### config.mk
export PLATFORM = sky130hd
export DESIGN_NAME = sb_trans_receiver_fsm
export DESIGN_NICKNAME = d
export VERILOG_FILES = /design/src/rtl/sb_pkg.sv /design/src/rtl/sb_rx_crc16.sv /design/src/rtl/sb_trans_receiver_fsm.sv
export SDC_FILE = /design/constraint.sdc
export NUM_CORES = 1
export LEC_CHECK = 0
export ABC_AREA = 0
export CAP_MARGIN = 20
export CORE_MARGIN = 2
export CORE_UTILIZATION = 35
export DETAILED_ROUTE_END_ITERATION = 8
export DONT_BUFFER_PORTS = 1
export PLACE_DENSITY_LB_ADDON = 0.12
export SLEW_MARGIN = 10
export SYNTH_ARGS = -nofsm -noshare
export SYNTH_HDL_FRONTEND = slang
export SYNTH_SLANG_ARGS = --single-unit
### constraint.sdc
create_clock -name sb_clk -period 2.1 [get_ports sb_clk]
set_input_delay 0.525 -clock sb_clk [delete_from_list [all_inputs] [get_ports sb_clk]]
set_output_delay 0.525 -clock sb_clk [all_outputs]
set_load 0.1 [all_outputs]
### src/rtl/sb_pkg.sv
// Shared sideband definitions: symbol bytes, transaction types, parser/deserializer states, CRC helper.
package sb_pkg;

    localparam int unsigned BYTE_W   = 8;
    localparam int unsigned CRC_W    = 16;
    localparam int unsigned TYPE_W   = 3;
    localparam int unsigned RD_W     = 24;
    localparam int unsigned BITCNT_W = 4;

    localparam logic [BYTE_W-1:0] SB_DLE     = 8'hFE;
    localparam logic [BYTE_W-1:0] SB_STX_CMD = 8'h05;
    localparam logic [BYTE_W-1:0] SB_STX_RSP = 8'h04;
    localparam logic [BYTE_W-1:0] SB_LSE     = 8'h80;
    localparam logic [BYTE_W-1:0] SB_CLSE    = 8'h7F;
    localparam logic [BYTE_W-1:0] SB_ETX     = 8'h40;

    localparam logic [TYPE_W-1:0] TT_AT_CMD = 3'd2;
    localparam logic [TYPE_W-1:0] TT_AT_RSP = 3'd3;
    localparam logic [TYPE_W-1:0] TT_LT     = 3'd4;

    localparam logic [CRC_W-1:0] CRC_POLY = 16'h8005;
    localparam logic [CRC_W-1:0] CRC_SEED = 16'hFFFF;

    typedef enum logic {
        DS_HUNT,
        DS_SHIFT
    } deser_state_e;

    typedef enum logic [3:0] {
        P_WAIT_DLE,
        P_GOT_DLE,
        P_LT_CLSE,
        P_CMD_ADDR,
        P_CMD_LEN,
        P_RSP_ADDR,
        P_RSP_LEN,
        P_RSP_DATA,
        P_CRC_HI,
        P_CRC_LO,
        P_END_DLE,
        P_END_ETX
    } parse_state_e;

    // Non-reflected CRC-16 (poly 0x8005), one byte folded in MSB first.
    function automatic logic [CRC_W-1:0] crc16_update(input logic [CRC_W-1:0] crc,
                                                      input logic [BYTE_W-1:0] data);
        logic [CRC_W-1:0] c;
        c = crc ^ {data, 8'h00};
        for (int i = 0; i < 8; i++) begin
            if (c[CRC_W-1]) c = (c << 1) ^ CRC_POLY;
            else            c = c << 1;
        end
        return c;
    endfunction

endpackage

### src/rtl/sb_rx_crc16.sv
// Byte-wide CRC-16 accumulator: init loads the seed (folding the byte in when en is also high).
module sb_rx_crc16
    import sb_pkg::*;
(
    input  logic              sb_clk,
    input  logic              rst,
    input  logic              init_i,
    input  logic              en_i,
    input  logic [BYTE_W-1:0] data_i,
    output logic [CRC_W-1:0]  crc_o
);

    logic [CRC_W-1:0] crc_q;

    // CRC register: seed on init, one byte per enabled cycle.
    always_ff @(posedge sb_clk or negedge rst) begin
        if (!rst) begin
            crc_q <= '0;
        end else if (init_i) begin
            crc_q <= en_i ? crc16_update(CRC_SEED, data_i) : CRC_SEED;
        end else if (en_i) begin
            crc_q <= crc16_update(crc_q, data_i);
        end
    end

    assign crc_o = crc_q;

endmodule

### src/rtl/sb_trans_receiver_fsm.sv
// Sideband receiver: 10-bit symbol deserializer feeding a DLE-framed transaction parser.
module sb_trans_receiver_fsm
    import sb_pkg::*;
#(
    parameter int unsigned DATA_BYTES = 3
) (
    input  logic              sb_clk,
    input  logic              rst,
    input  logic              sbrx,
    output logic              trans_valid,
    output logic [TYPE_W-1:0] trans_type,
    output logic [7:0]        at_addr,
    output logic [6:0]        at_len,
    output logic              at_rw,
    output logic [RD_W-1:0]   rd_data,
    output logic              crc_err,
    output logic              frame_err
);

    localparam logic [1:0] LAST_BYTE = 2'(DATA_BYTES - 1);

    deser_state_e          ds_q;
    logic [BITCNT_W-1:0]   bit_cnt_q;
    logic [BYTE_W-1:0]     shift_q;

    parse_state_e          ps_q;
    logic                  is_rsp_q;
    logic [1:0]            byte_cnt_q;
    logic [7:0]            addr_q;
    logic [6:0]            len_q;
    logic                  rw_q;
    logic [RD_W-1:0]       data_q;
    logic [CRC_W-1:0]      rx_crc_q;
    logic [CRC_W-1:0]      calc_crc;

    logic                  stop_slot_c;
    logic                  sym_valid_c;
    logic                  stop_err_c;
    logic [BYTE_W-1:0]     sym_byte_c;
    logic                  crc_init_c;
    logic                  crc_en_c;

    // The stop bit is judged on the edge that samples it so the parser reacts on that same edge.
    assign stop_slot_c = (ds_q == DS_SHIFT) && (bit_cnt_q == 4'd9);
    assign sym_valid_c = stop_slot_c && sbrx;
    assign stop_err_c  = stop_slot_c && !sbrx;
    assign sym_byte_c  = shift_q;

    // Deserializer: hunt for a start bit, then shift data bits LSB first and release at the stop slot.
    always_ff @(posedge sb_clk or negedge rst) begin
        if (!rst) begin
            ds_q      <= DS_HUNT;
            bit_cnt_q <= '0;
            shift_q   <= '0;
        end else begin
            case (ds_q)
                DS_HUNT: begin
                    if (!sbrx) begin
                        ds_q      <= DS_SHIFT;
                        bit_cnt_q <= 4'd1;
                    end
                end
                DS_SHIFT: begin
                    if (bit_cnt_q == 4'd9) begin
                        ds_q      <= DS_HUNT;
                        bit_cnt_q <= '0;
                    end else begin
                        shift_q   <= {sbrx, shift_q[BYTE_W-1:1]};
                        bit_cnt_q <= bit_cnt_q + 4'd1;
                    end
                end
                default: begin
                    ds_q      <= DS_HUNT;
                    bit_cnt_q <= '0;
                end
            endcase
        end
    end

    // CRC covers STX through the last payload byte.
    assign crc_init_c = sym_valid_c && (ps_q == P_GOT_DLE) &&
                        ((sym_byte_c == SB_STX_CMD) || (sym_byte_c == SB_STX_RSP));
    assign crc_en_c   = crc_init_c ||
                        (sym_valid_c && (ps_q inside {P_CMD_ADDR, P_CMD_LEN, P_RSP_ADDR,
                                                      P_RSP_LEN, P_RSP_DATA}));

    sb_rx_crc16 u_crc (
        .sb_clk (sb_clk),
        .rst    (rst),
        .init_i (crc_init_c),
        .en_i   (crc_en_c),
        .data_i (sym_byte_c),
        .crc_o  (calc_crc)
    );

    // Frame parser with registered status pulses; published fields change only on a good frame.
    always_ff @(posedge sb_clk or negedge rst) begin
        if (!rst) begin
            ps_q        <= P_WAIT_DLE;
            is_rsp_q    <= 1'b0;
            byte_cnt_q  <= '0;
            addr_q      <= '0;
            len_q       <= '0;
            rw_q        <= 1'b0;
            data_q      <= '0;
            rx_crc_q    <= '0;
            trans_valid <= 1'b0;
            trans_type  <= '0;
            at_addr     <= '0;
            at_len      <= '0;
            at_rw       <= 1'b0;
            rd_data     <= '0;
            crc_err     <= 1'b0;
            frame_err   <= 1'b0;
        end else begin
            trans_valid <= 1'b0;
            crc_err     <= 1'b0;
            frame_err   <= 1'b0;
            if (stop_err_c) begin
                frame_err <= 1'b1;
                ps_q      <= P_WAIT_DLE;
            end else if (sym_valid_c) begin
                case (ps_q)
                    P_WAIT_DLE: begin
                        if (sym_byte_c == SB_DLE) ps_q <= P_GOT_DLE;
                    end
                    P_GOT_DLE: begin
                        if (sym_byte_c == SB_STX_CMD) begin
                            ps_q       <= P_CMD_ADDR;
                            is_rsp_q   <= 1'b0;
                            byte_cnt_q <= '0;
                        end else if (sym_byte_c == SB_STX_RSP) begin
                            ps_q       <= P_RSP_ADDR;
                            is_rsp_q   <= 1'b1;
                            byte_cnt_q <= '0;
                        end else if (sym_byte_c == SB_LSE) begin
                            ps_q <= P_LT_CLSE;
                        end else if (sym_byte_c != SB_DLE) begin
                            frame_err <= 1'b1;
                            ps_q      <= P_WAIT_DLE;
                        end
                    end
                    P_LT_CLSE: begin
                        if (sym_byte_c == SB_CLSE) begin
                            trans_valid <= 1'b1;
                            trans_type  <= TT_LT;
                        end else begin
                            frame_err <= 1'b1;
                        end
                        ps_q <= P_WAIT_DLE;
                    end
                    P_CMD_ADDR, P_RSP_ADDR: begin
                        addr_q <= sym_byte_c;
                        ps_q   <= (ps_q == P_CMD_ADDR) ? P_CMD_LEN : P_RSP_LEN;
                    end
                    P_CMD_LEN, P_RSP_LEN: begin
                        len_q <= sym_byte_c[7:1];
                        rw_q  <= sym_byte_c[0];
                        ps_q  <= (ps_q == P_CMD_LEN) ? P_CRC_HI : P_RSP_DATA;
                    end
                    P_RSP_DATA: begin
                        data_q     <= {data_q[RD_W-BYTE_W-1:0], sym_byte_c};
                        byte_cnt_q <= byte_cnt_q + 2'd1;
                        if (byte_cnt_q == LAST_BYTE) ps_q <= P_CRC_HI;
                    end
                    P_CRC_HI: begin
                        rx_crc_q[15:8] <= sym_byte_c;
                        ps_q           <= P_CRC_LO;
                    end
                    P_CRC_LO: begin
                        rx_crc_q[7:0] <= sym_byte_c;
                        ps_q          <= P_END_DLE;
                    end
                    P_END_DLE: begin
                        if (sym_byte_c == SB_DLE) begin
                            ps_q <= P_END_ETX;
                        end else begin
                            frame_err <= 1'b1;
                            ps_q      <= P_WAIT_DLE;
                        end
                    end
                    P_END_ETX: begin
                        if (sym_byte_c != SB_ETX) begin
                            frame_err <= 1'b1;
                        end else if (calc_crc == rx_crc_q) begin
                            trans_valid <= 1'b1;
                            trans_type  <= is_rsp_q ? TT_AT_RSP : TT_AT_CMD;
                            at_addr     <= addr_q;
                            at_len      <= len_q;
                            at_rw       <= rw_q;
                            if (is_rsp_q) rd_data <= data_q;
                        end else begin
                            crc_err <= 1'b1;
                        end
                        ps_q <= P_WAIT_DLE;
                    end
                    default: ps_q <= P_WAIT_DLE;
                endcase
            end
        end
    end

endmodule

==> results of run 1 <==
[per-layer routing]
layer | global-route usage, % | vias to the layer above
li1 | - | 2096
met1 | 22.3 | 2132
met2 | 23.8 | 78
met3 | 3.72 | 8
met4 | 5.90 | 0
met5 | 0 | -
[final timing paths]
path	from	endpoint	slack (ns)	cells after the start
max	shift_q[1]	rd_data[8]	-0.09	8
max in group asynchronous	rst	shift_q[0]	2.04	0
max reg2reg	shift_q[1]	rd_data[8]	-0.09	8
min in group sb_clk	sbrx	frame_err	0.24	1
min reg2reg	byte_cnt_q[0]	byte_cnt_q[0]	0.49	1
min	rst	rd_data[22]	-0.20	0
[area by class of cell]
cell class | count | area share (%)
Clock buffer | 20 | 5.69
Clock inverter | 12 | 1.81
Inverter | 14 | 0.762
Multi-Input combinational cell | 377 | 36.9
Sequential cell | 138 | 42.1
Tap cell | 229 | 3.49
Timing Repair Buffer | 87 | 9.21
[power by group through the flow]
| stage | Sequential [mW] | Combinational, mW | Clock (mW) |
|---|---|---|---|
| 2_1_floorplan | 3.48 | 2.51 | 0 |
| 3_3_place_gp | 3.44 | 4.09 | 0 |
| 6_report | 3.42 | 4.44 | 3.09 |
| 5_1_grt | 3.47 | 4.91 | 3.31 |
| 3_5_place_dp | 3.45 | 4.13 | 0 |
| 4_1_cts | 3.41 | 4.20 | 3.19 |
[through the flow]
step           worst slack, ns  instances  hold WS, ns  instance area (µm²)
5_1_grt                 -0.151        877       -0.228                 8210
3_5_place_dp            -0.152        837        0.235                 7320
6_report               -0.0948        877       -0.200                 8210
3_3_place_gp            -0.170        837        0.236                 7320
2_1_floorplan           -0.164        550        0.229                 6510
4_1_cts                -0.0861        873       -0.222                 8010
[cell families (layout without fill, tap and decap cells)]
kind of cell / Yosys count / count (layout) / share of synthesized area [%]
flip-flops: 138 / 138 / 53.8
XOR/XNOR: 51 / 51 / 7.17
multiplexers: 78 / 78 / 14.8
AND/OR/NAND/NOR: 137 / 137 / 10.3
adder cells (fa/ha/maj): 16 / 16 / 3.12
AO/OA/AOI/OAI: 95 / 95 / 8.44
buffers and inverters: 35 / 133 / 2.36
[timing repair]
item / 4_1_cts / 5_1_grt
setup buffers: 4 / 3
setup endpoints to repair: 61 / 82
pin swaps: 6 / 11
resized for setup: 12 / 42
hold endpoints to repair: 138 / 138
cloned: 0 / 1
[synth_stat cells, types with 2 or more instances]
master / n
nand2_1: 65
a21oi_1: 5
ha_1: 16
and4b_1: 2
nand3b_1: 2
xor2_1: 30
dfrtp_1: 138
nand4b_1: 2
o211ai_1: 2
nor3b_1: 2
a22oi_1: 4
clkbuf_1: 17
mux2_4: 20
nand4_1: 8
nor4_1: 4
nor2_1: 30
inv_1: 14
nand2b_1: 3
nor3_1: 3
mux2_2: 57
nor2b_1: 3
a221oi_1: 2
xnor2_1: 20
and2_1: 2
o21ai_0: 65
o22ai_1: 5
nor4b_1: 2
a31oi_1: 3
buf_6: 2
nand3_1: 2
[worst register-to-register path: cells and delay by family (launching register included)]
kind          cells  cell delay, ns
fa+ha+maj         1            0.13
buf+inv           2            0.28
flops             1            0.42
mux               1            0.32
simple gates      4            0.94
[flip-flops by register name, indices dropped and copies added (netlist names), 2 cells and up]
signal	flops
at_addr	8
at_len	7
len_q	7
rd_data	24
u_crc.crc_o	16
rx_crc_q	16
ps_q	4
byte_cnt_q	2
trans_type	3
addr_q	8
shift_q	8
data_q	24
bit_cnt_q	4
==> flow_metrics.env, run 1 <==
export IMPL_status="finished with violations"
export IMPL_violations="negative hold slack, negative setup slack"
export IMPL_grt_max_degree=139
export IMPL_fin_skew_ns=0.00997
export IMPL_routed_wl_mm=14.8
export IMPL_initialDrtViolationCount=177
export IMPL_clockPowerShare_pct=28.2
export IMPL_die_area_mm2=0.0194
export IMPL_path_cells="inv_4, ha_4, nand4_1, or3_4, nor3_4, nand2_4, buf_12, mux2_4"
export IMPL_max_cap_viol_count=0
export IMPL_drtPass1Iterations=4
export IMPL_p_sw_share_pct=35.0
export IMPL_crit_path_end_kind="register"
export IMPL_n_antenna_cell=0
export IMPL_dr_wl_met2_mm=6.90
export IMPL_gr_usage_all_layers_pct=15.8
export IMPL_fmax_mhz=456
export IMPL_timing_critical_path_arrival_ns=2.50
export IMPL_place_detailed_hpwl_mm=10.3
export IMPL_synthCells=550
export IMPL_combinationalPowerShare_pct=40.6
export IMPL_cts_root_buf="clkbuf_16"
export IMPL_mostFrequentLayoutCell="dfrtp_1"
export IMPL_drc_errors=0
export IMPL_rsz0062_at_grt="true"
export IMPL_clock_latency_ns=0.42
export IMPL_start_util_pct=35.7
export IMPL_maxSlewViolCount=0
export IMPL_crit_required_ns=2.40
export IMPL_cts_buffers=17
export IMPL_switchingPower_mw=3.84
export IMPL_p_int_mw=7.11
export IMPL_synth_area_leaders="dfrtp_1 (54%), mux2_2 (10%), o21ai_0 (5.1%), mux2_4 (4.7%), xor2_1 (4.1%)"
export IMPL_area_growth_pct=27.9
export IMPL_place_gp_congestion=0.882
export IMPL_crit_family="simple AND/OR/NAND/NOR gates"
export IMPL_critPathKind="register to register"
export IMPL_ys_seq_area_share_pct=53.8
export IMPL_hp_class="input port to asynchronous set/reset pin"
export IMPL_utilization_pct=45.7
export IMPL_core_mm2=0.0180
export IMPL_top_layer="met4"
export IMPL_slew_headroom_pct=37.7
export IMPL_final_antenna_net_count=0
export IMPL_clk_pin_slew_ns=0.06
export IMPL_synth_top_area_share_pct=53.8
export IMPL_overflow=0
export IMPL_critical_path_buf_inv_count=2
export IMPL_htreeDepth=4
export IMPL_antenna_found_initial=0
export IMPL_synthArstFlopShare_pct=100
export IMPL_synth_area_mm2=0.00642
export IMPL_grt_pass1_wl_mm=24.2
export IMPL_start_kind="register"
export IMPL_drive_above_1_share_pct=37.3
export IMPL_grt_pass1_vias=4417
export IMPL_yosysWarnings=0
export IMPL_p_leak_nw=3.96
export IMPL_met1_length_mm=7.21
export IMPL_syn_nets=569
export IMPL_clockBufferDepth=2
export IMPL_ys_flop_type="dfrtp_1"
export IMPL_ir_worst_vdd_mv=0.670
export IMPL_finalSetupTns_ns=-3.17
export IMPL_power_density_mw_per_mm2=1330
export IMPL_layout_area_seq_mm2=0.00346
export IMPL_cts_tree="done"
export IMPL_wl_met3_um=499
export IMPL_io_pins=49
export IMPL_avgRoutedWirePerCell_um=16.8
export IMPL_nets=654
export IMPL_ys_ff_latch=138
export IMPL_tightest_slew_ns=0.934
export IMPL_hold_viol=138
export IMPL_die_h_um=139
export IMPL_numPortBuffers=0
export IMPL_ys_types=50
export IMPL_nFillCells=1631
export IMPL_vias=4314
export IMPL_cp_max_fo=24
export IMPL_hold_ws_ns=-0.200
export IMPL_pwr_share_seq_pct=31.2
export IMPL_min_period_ns=2.19
export IMPL_synth_area_per_cell_um2=11.7
export IMPL_die_x_um=139
export IMPL_synth_edf_count=0
export IMPL_vias_per_cell=4.92
export IMPL_multi_input_area_mm2=0.00303
export IMPL_finalWorstSetupSlack_ns=-0.0948
export IMPL_post_route_period_util_pct=105
export IMPL_finalPower_mw=10.9
export IMPL_cpPeakStageDelay_ns=0.42
export IMPL_yosysTopAreaCell="dfrtp_1"
export IMPL_clock_sinks=138
export IMPL_final_cell_mix="dfrtp_1 (134), buf_4 (77), nand2_1 (59), o21ai_0 (55), mux2_2 (53)"
export IMPL_crit_slowest_cell="dfrtp_2"
export IMPL_setup_viol=40
export IMPL_row_count=49
No activity file was read; power rests on OpenSTA's default activity.
==> inputs of run 2 (changes only) <==
Settings changed: SKIP_LAST_GASP set to 1.
==> run 2 against run 1 <==
Against the previous run:
- the flow still finishes with violations (negative hold slack, negative setup slack)
- first-iteration DRC count is 2.8% higher
- die area unchanged
- largest cell class unchanged
- worst setup slack improved by 0.0032 ns
- via count barely moved
- hold slack worse by 0.0024 ns
- total power rose by 1.2%
- routed wire length rose by 0.30%
- largest power group unchanged
- critical path depth did not move
- design area is 0.35% lower
==> flow_metrics.env, run 2 (synthesis gave the netlist of run 1 again) <==
export IMPL_vias=4317
export IMPL_core_mm2=0.0180
export IMPL_overflow=0
export IMPL_cp_max_fo=24
export IMPL_max_cap_viol_count=0
export IMPL_hp_class="input port to asynchronous set/reset pin"
export IMPL_utilization_pct=45.5
export IMPL_hold_viol=138
export IMPL_drive_above_1_share_pct=36.8
export IMPL_timing_critical_path_arrival_ns=2.50
export IMPL_slew_headroom_pct=37.7
export IMPL_clockBufferDepth=2
export IMPL_crit_path_end_kind="register"
export IMPL_area_growth_pct=27.4
export IMPL_nets=658
export IMPL_place_detailed_hpwl_mm=10.3
export IMPL_antenna_found_initial=0
export IMPL_drtPass1Iterations=5
export IMPL_avgRoutedWirePerCell_um=16.8
export IMPL_start_kind="register"
export IMPL_grt_pass1_vias=4414
export IMPL_io_pins=49
export IMPL_cts_tree="done"
export IMPL_die_area_mm2=0.0194
export IMPL_final_antenna_net_count=0
export IMPL_die_x_um=139
export IMPL_p_leak_nw=3.97
export IMPL_mostFrequentLayoutCell="dfrtp_1"
export IMPL_finalWorstSetupSlack_ns=-0.0916
export IMPL_row_count=49
export IMPL_min_period_ns=2.19
export IMPL_drc_errors=0
export IMPL_grt_pass1_wl_mm=24.1
export IMPL_final_area_mm2=0.00818
export IMPL_post_route_period_util_pct=104
export IMPL_cts_buffers=17
export IMPL_clock_sinks=138
export IMPL_status="finished with violations"
export IMPL_tightest_slew_ns=0.934
export IMPL_numPortBuffers=0
export IMPL_r2r_cells=8
export IMPL_htreeDepth=4
export IMPL_ir_worst_vdd_mv=0.682
export IMPL_start_util_pct=35.7
export IMPL_violations="negative hold slack, negative setup slack"
export IMPL_n_antenna_cell=0
export IMPL_routed_wl_mm=14.8
export IMPL_largestRegisters="data_q x24, rd_data x24"
export IMPL_critPathKind="register to register"
export IMPL_power_density_mw_per_mm2=1350
export IMPL_setup_viol=40
export IMPL_rsz0062_at_grt="true"
export IMPL_gr_usage_all_layers_pct=15.8
export IMPL_place_gp_congestion=0.882
export IMPL_fmax_mhz=456
export IMPL_cts_root_buf="clkbuf_16"
export IMPL_initialDrtViolationCount=182
export IMPL_fin_skew_ns=0.0120
export IMPL_hold_ws_ns=-0.202
export IMPL_final_cell_mix="dfrtp_1 (135), buf_4 (81), nand2_1 (61), o21ai_0 (60), mux2_2 (57)"
export IMPL_r2r_end="rd_data[5]"
export IMPL_die_h_um=139
export IMPL_rr_startpoint="shift_q[1]"
export IMPL_clk_pin_slew_ns=0.06
export IMPL_post_dp_cell_area_mm2=0.00732
export IMPL_vias_per_cell=4.90
export IMPL_grt_max_degree=139
export IMPL_maxSlewViolCount=0
export IMPL_clock_latency_ns=0.42
export IMPL_crit_required_ns=2.41
export IMPL_regToRegSetupSlack_ns=-0.09
-- run 2: cell count changes in the layout (fill, tap and decap cells not counted), moves of 4 or more --
| cell | previous run | this run |
|---|---|---|
| o21ai_0 | 55 | 60 |
| o21ai_1 | 10 | 5 |
| buf_4 | 77 | 81 |
| mux2_2 | 53 | 57 |
| mux2_4 | 24 | 20 |
-- run 2: area by class of cell --
type | count | area, µm²
well taps | 229 | 287
repair buffers | 91 | 768
clock inverters | 12 | 149
multi-input cells | 377 | 2990
fillers | 1642 | 9780
clock buffers | 20 | 467
inverters | 14 | 62.6
flip-flops and latches | 138 | 3460
-- run 2: layer usage --
| metal | GRT usage (%) | share of wire (%) |
|---|---|---|
| met1 | 22.2 | 49 |
| met2 | 23.8 | 46 |
| met3 | 3.72 | 3.5 |
| met4 | 5.90 | 1.4 |
| met5 | 0 | 0 |
-- run 2: timing repair --
| action | CTS | global route |
|---|---|---|
| setup endpoints to repair | 61 | 82 |
| pin swaps | 5 | 14 |
| gates resized for setup | 7 | 31 |
| endpoints found under the hold margin | 138 | 138 |
| buffers inserted | 4 | 8 |
-- run 2: critical path: stages (launching register included) --
cell,delay (ns)
dfrtp_2,0.42
inv_4,0.10
ha_4,0.13
nand4_1,0.17
or3_4,0.41
nor3_4,0.28
nand2_4,0.08
buf_12,0.18
mux2_4,0.31
-- run 2: stage by stage --
stage                     setup TNS (ns)  instances  setup slack (ns)  power [mW]
after floorplan                    -4.67        550            -0.164        5.99
after global placement             -4.77        837            -0.170        7.53
after detailed placement           -5.20        837            -0.152        7.58
after CTS                          -2.96        873           -0.0897        10.8
after global routing               -5.75        881            -0.153        11.8
final                              -3.16        881           -0.0916        11.1
-- run 2: how the worst max path moves through the flow --
stage,startpoint,endpoint,slack [ns],cells past startpoint
finish,shift_q[1],rd_data[5],-0.09,8
floorplan,shift_q[7],rd_data[0],-0.16,9
detailed placement,bit_cnt_q[0],u_crc.crc_o[15],-0.15,9
global route,u_crc.crc_o[9],rd_data[5],-0.15,7
global placement,bit_cnt_q[0],u_crc.crc_o[15],-0.17,9
CTS,shift_q[2],rd_data[8],-0.09,8
-- run 2: power breakdown --
group	total (mW)	switching (mW)	internal (mW)
Combinational	4.56	2.30	2.26
Sequential	3.42	0.350	3.07
Clock	3.10	1.22	1.88
Total	11.1	3.87	7.21
